==> src/rtl/serial_addsub_pkg.sv <==
// serial_addsub_pkg
//   Shared definitions for the bit-serial adder/subtractor.
//   OP_ADD / OP_SUB : values of the op select input.
//   state_t         : FSM state encoding (IDLE, RUN, DONE).
package serial_addsub_pkg;

   localparam logic OP_ADD = 1'b0;
   localparam logic OP_SUB = 1'b1;

   typedef enum logic [1:0] {
      ST_IDLE = 2'd0,
      ST_RUN  = 2'd1,
      ST_DONE = 2'd2
   } state_t;

endpackage : serial_addsub_pkg

==> src/rtl/serial_addsub_full_adder.sv <==
// serial_addsub_full_adder
//   Single-bit full adder cell used as the bit-serial ALU slice.
//   Ports:
//     sum  - a ^ b ^ cin
//     cout - majority(a, b, cin)
//     a, b - operand bits
//     cin  - carry in
module serial_addsub_full_adder (
   output logic sum,
   output logic cout,
   input  logic a,
   input  logic b,
   input  logic cin
);

   assign sum  = a ^ b ^ cin;
   assign cout = (a & b) | (a & cin) | (b & cin);

endmodule : serial_addsub_full_adder

==> src/rtl/serial_addsub.sv <==
// serial_addsub
//   Bit-serial two's-complement adder/subtractor. Operands are captured on a
//   start pulse and processed LSB first, one bit per clock, through a single
//   full-adder slice with a registered carry. Latency is WIDTH cycles from the
//   start edge; done pulses for one cycle when result and flags are valid.
//
//   Optional build macro SERIAL_ADDSUB_SAT_EN: when defined, an overflowing
//   result is clamped to max positive / min negative. ovf and cout still
//   report the raw condition.
//
//   state | meaning
//   ------+---------------------------------------------------------------
//   IDLE  | waiting for start
//   RUN   | processing one bit per clock, WIDTH clocks
//   DONE  | one cycle, done=1; a start here is accepted as in IDLE
//
//   Ports:
//     clk    - rising-edge clock
//     rst    - synchronous active-high reset
//     start  - request, sampled only when busy=0
//     op     - 0 = a+b, 1 = a-b
//     a, b   - WIDTH-bit two's-complement operands
//     busy   - high while bits are being processed
//     done   - one-cycle pulse, result and flags valid
//     result - sum / difference (held until next completion or rst)
//     cout   - final carry; on subtract 1 = no borrow
//     ovf    - signed overflow
//     zero   - result == 0
module serial_addsub
   import serial_addsub_pkg::*;
#(
   parameter int WIDTH = 4
) (
   input  logic             clk,
   input  logic             rst,
   input  logic             start,
   input  logic             op,
   input  logic [WIDTH-1:0] a,
   input  logic [WIDTH-1:0] b,
   output logic             busy,
   output logic             done,
   output logic [WIDTH-1:0] result,
   output logic             cout,
   output logic             ovf,
   output logic             zero
);

   localparam int CNT_W = $clog2(WIDTH) + 1;

   state_t             r_state;
   state_t             w_state_nxt;

   logic [WIDTH-1:0]   r_a;
   logic [WIDTH-1:0]   r_b;
   // Partial sum: holds the WIDTH-1 bits already produced; the bit computed
   // on the current clock completes the word.
   logic [WIDTH-2:0]   r_sum;
   logic               r_carry;
   logic [CNT_W-1:0]   r_cnt;

   logic [WIDTH-1:0]   r_result;
   logic               r_cout;
   logic               r_ovf;
   logic               r_zero;

   logic               w_load;
   logic               w_step;
   logic               w_last;
   logic               w_sum;
   logic               w_cout;
   logic               w_ovf;
   logic [WIDTH-1:0]   w_res_raw;
   logic [WIDTH-1:0]   w_res_final;

   serial_addsub_full_adder u_fa (
      .sum  (w_sum),
      .cout (w_cout),
      .a    (r_a[0]),
      .b    (r_b[0]),
      .cin  (r_carry)
   );

   assign w_last    = (r_cnt == CNT_W'(WIDTH - 1));
   assign w_res_raw = {w_sum, r_sum};
   // On the last bit r_carry is the carry into the MSB.
   assign w_ovf     = r_carry ^ w_cout;

`ifdef SERIAL_ADDSUB_SAT_EN
   always_comb begin
      w_res_final = w_res_raw;
      if (w_ovf) begin
         if (r_carry) begin
            w_res_final = {1'b0, {(WIDTH-1){1'b1}}};
         end else begin
            w_res_final = {1'b1, {(WIDTH-1){1'b0}}};
         end
      end
   end
`else
   assign w_res_final = w_res_raw;
`endif

   always_ff @(posedge clk) begin
      if (rst) begin
         r_state <= ST_IDLE;
      end else begin
         r_state <= w_state_nxt;
      end
   end

   always_comb begin
      w_state_nxt = r_state;
      w_load      = 1'b0;
      w_step      = 1'b0;
      busy        = 1'b0;
      done        = 1'b0;
      case (r_state)
         ST_IDLE: begin
            if (start) begin
               w_load      = 1'b1;
               w_state_nxt = ST_RUN;
            end
         end
         ST_RUN: begin
            busy   = 1'b1;
            w_step = 1'b1;
            if (w_last) begin
               w_state_nxt = ST_DONE;
            end
         end
         ST_DONE: begin
            done = 1'b1;
            if (start) begin
               w_load      = 1'b1;
               w_state_nxt = ST_RUN;
            end else begin
               w_state_nxt = ST_IDLE;
            end
         end
         default: begin
            w_state_nxt = ST_IDLE;
         end
      endcase
   end

   always_ff @(posedge clk) begin
      if (rst) begin
         r_a      <= '0;
         r_b      <= '0;
         r_sum    <= '0;
         r_carry  <= 1'b0;
         r_cnt    <= '0;
         r_result <= '0;
         r_cout   <= 1'b0;
         r_ovf    <= 1'b0;
         r_zero   <= 1'b0;
      end else if (w_load) begin
         r_a     <= a;
         // Subtraction is a + ~b + 1: invert b and seed the carry with op.
         r_b     <= (op == OP_SUB) ? ~b : b;
         r_carry <= op;
         r_cnt   <= '0;
      end else if (w_step) begin
         r_a     <= r_a >> 1;
         r_b     <= r_b >> 1;
         r_sum   <= w_res_raw[WIDTH-1:1];
         r_carry <= w_cout;
         r_cnt   <= r_cnt + CNT_W'(1);
         if (w_last) begin
            r_result <= w_res_final;
            r_cout   <= w_cout;
            r_ovf    <= w_ovf;
            r_zero   <= (w_res_final == '0);
         end
      end
   end

   assign result = r_result;
   assign cout   = r_cout;
   assign ovf    = r_ovf;
   assign zero   = r_zero;

endmodule : serial_addsub

==> config.mk <==
export PLATFORM = sky130hd
export DESIGN_NAME = serial_addsub
export DESIGN_NICKNAME = d
export VERILOG_FILES = /design/src/rtl/serial_addsub_pkg.sv /design/src/rtl/serial_addsub_full_adder.sv /design/src/rtl/serial_addsub.sv
export SDC_FILE = /design/constraint.sdc
export NUM_CORES = 1
export LEC_CHECK = 0
export CORE_UTILIZATION = 40
export CTS_BUF_LIST = sky130_fd_sc_hd__clkbuf_2 sky130_fd_sc_hd__clkbuf_4 sky130_fd_sc_hd__clkbuf_8
export DETAILED_ROUTE_END_ITERATION = 8
export GPL_TIMING_DRIVEN = 0
export PLACE_DENSITY = 0.69
export SYNTH_ARGS = -nofsm -noshare
export SYNTH_HDL_FRONTEND = slang
export SYNTH_SLANG_ARGS = --single-unit
==> constraint.sdc <==
create_clock -name clk -period 1.2 [get_ports clk]
set_input_delay 0.3 -clock clk [delete_from_list [all_inputs] [get_ports clk]]
set_output_delay 0.3 -clock clk [all_outputs]
set_load 0.02 [all_outputs]
==> results of run 1 <==
power breakdown:
part,total (µW),internal (µW),switching [µW]
Clock,423,185,238
Combinational,385,208,177
Sequential,875,838,36.6
Total,1680,1230,451
metrics by stage:
step                TNS [ns]  utilization, %
finish                -0.575            61.9
global route          -0.892            61.9
CTS                   -0.453            56.5
detailed placement     -8.77            51.8
global placement       -8.40            51.8
floorplan            -0.0730               -
routing by layer:
layer / up-vias / wire length [µm]
li1: 453 / -
met1: 427 / 1060
met2: 22 / 1230
met3: 3 / 104
met4: 0 / 21
met5: - / 0
cell usage after synthesis (2+ instances only):
cell	n
dfxtp_1	24
o22ai_1	4
nand3_1	6
nand2_1	12
mux2i_1	6
ha_1	2
buf_4	2
nor2_1	8
a22oi_1	2
clkbuf_1	2
a21oi_1	9
nor3_1	11
xor2_1	5
registers in the layout, summed over array words and instances, names as in the netlist:
| name | flops |
|---|---|
| r_carry | 1 |
| r_cnt | 3 |
| ovf | 1 |
| cout | 1 |
| r_state | 2 |
| r_b | 4 |
| result | 4 |
| zero | 1 |
| r_sum | 3 |
| r_a | 4 |
what timing repair did:
action / CTS / global route
setup buffers: 8 / 4
gates cloned: 0 / 2
pin swaps: 5 / 6
hold buffers: 0 / 0
endpoints found under the setup margin: 23 / 19
resized for setup: 57 / 19
layout by cell type, fill, tap and decap left out, drive strengths merged, types with 2 or more instances in the layout:
cell,instances
clkdlybuf4s50,9
nand2,12
nand3,6
a22oi,2
clkbuf,8
buf,24
nand2b,2
nor3,11
nor2,8
dfxtp,24
o22ai,4
ha,2
a21oi,9
xor2,5
mux2i,6
critical path, delay by kind of cell, from the launching register on:
| kind | cells | cell delay, ns |
|---|---|---|
| flip-flops | 1 | 0.35 |
| buffers and inverters | 3 | 0.28 |
| AND/OR/NAND/NOR | 1 | 0.16 |
kinds of logic (layout without fill, tap and decap cells):
family                     after synthesis  count (layout)
AOI/OAI and AO/OA                       18              18
buffers and inverters                    9              44
adders and majority gates                3               3
DFF                                     24              24
muxes                                    6               6
xor gates and xnor gates                 6               6
and+or+nand+nor                         43              43
worst paths after layout:
kind / start / endpoint / slack [ns] / cells past startpoint
max: r_state[1] / busy / -0.20 / 4
min: op / r_carry / 0.36 / 3
max reg2reg: r_b[0] / zero / -0.14 / 4
min reg2reg: zero / zero / 0.47 / 2
cell type report:
class | instances | area (µm²)
buffer | 7 | 71.3
clock buffer | 4 | 36.3
fill | 203 | 935
inverter | 2 | 20.0
multi-input combinational | 76 | 596
sequential | 24 | 492
tap | 30 | 37.5
timing repair buffer | 31 | 268
==> metrics.txt, run 1 <==
Crit Path Class=flip-flop to output port; Root Driver=clkbuf_4; Max Root-Sink Buffers=2; PD cells=1110 nW/µm²; f_max=714 MHz; Final Skew=0.00389 ns; RSZ-0062 raised after global routing=true; clk_lat worst skew=0.31 ns; global-route wire length before repair=3840 µm; Rows=18; largest net degree at the start of global routing=14; fin crit share=117%; pre-CTS WS=-0.551 ns; DIE AREA=2780 µm²; Seq/Total Area, Yosys=46.7%; Starting Density=41.9%; synthesized area per cell=9.45 µm²; leakage power=0.000665 µW; WP data arrival=1.10 ns; crit path max-delay cell type=dfxtp_2; Post-synth EDFFs=0; Post-Route WL=2420 µm; post-synthesis mux area share=5.83%; status=finished, violations left; most used routing layer=met2; share of synthesized cell area in full adder, half adder and majority cells=4.37%; Worst setup SP type=flip-flop; worst rel slew slack=83.5%; fin cells=174; Ant. Diodes=0; Finished Cell Area=1520 µm²; register bit total from synthesis=24; Hold WS=0.363 ns; ys flop type=dfxtp_1; grt ovf=0; met1 Use GR=24.3%; Syn. warnings=0; Overall Global Routing Usage=18.8%; TritonRoute pass-1 iters=4; CP required=0.90 ns; met2 Use GR=32.3%; CP Capture Type=output port; num ports=21; slowest stage delay, CP=0.35 ns; post-synth top area share=46.7%; crit path cell chain=nand2b_4 -> clkinv_8 -> buf_8 -> buf_6; # clock sinks=24; vias in the first global route=858; max cap viols=0; Final setup viols=4; post-route minimum period=1.40 ns; Synth Area in Compound Gates=11.9%; Final Hold Viols=0; Reg clk slew, reported paths=0.13 ns; Vias/cell=5.20; Slew Limit Fails=0; PnR Total Power=1680 µW; syn_nets=124; core area=2450 µm²; cells after synthesis=109; number of port buffers=19; Die W=52.7 µm; Crit Path Max Fanout=2; Max VDD drop=816 µV; RePlAce Congestion=0.753; # DRC=0; Synth area leader=dfxtp_1; synth top area cells=dfxtp_1 47%, mux2i_1 5.8%, nor3_1 5.3%, a21oi_1 4.4%, nand2_1 4.4%; failing checks=setup timing; area added between synthesis and finish=47.6%; Post-Synth Simple-Gate Area=20.3%; die height=52.7 µm; Post-DP HPWL=1540 µm; final setup margin=-0.200 ns; Post-DP Area=1270 µm²; synthesized area=1030 µm²; antenna violations before repair=0; via count=905; Unique masters post-synth=29; CTS tree=built; Synth Area in XOR/XNOR=5.10%; Worst Hold Class=input pin to flip-flop; H-tree depth=1; Nets=160; total CTS buffers=3; main combinational cell family by area after synthesis=simple AND/OR/NAND/NOR gates; Post-synth ARST share=0%; violation count after the first detailed-route iteration=11; post-route ant nets=0; WL/cell=13.9 µm; share of layout cells above drive strength 1=39.6%; M3 GR Usage=2.61%; Cells after DPL=158; worst slew pin tran=0.246 ns
(Power assumes the default switching activity.)
==> run 2: changes to the inputs <==
- ABC_CLOCK_PERIOD_IN_PS: unset -> 1200
==> results of run 2 <==
The final DEF is identical to that of run 1; final timing and power are the same.
==> run 3: changes to the inputs <==
- GPL_ROUTABILITY_DRIVEN: unset -> 0
==> results of run 3 <==
The final DEF is identical to that of run 1; final timing and power are the same.
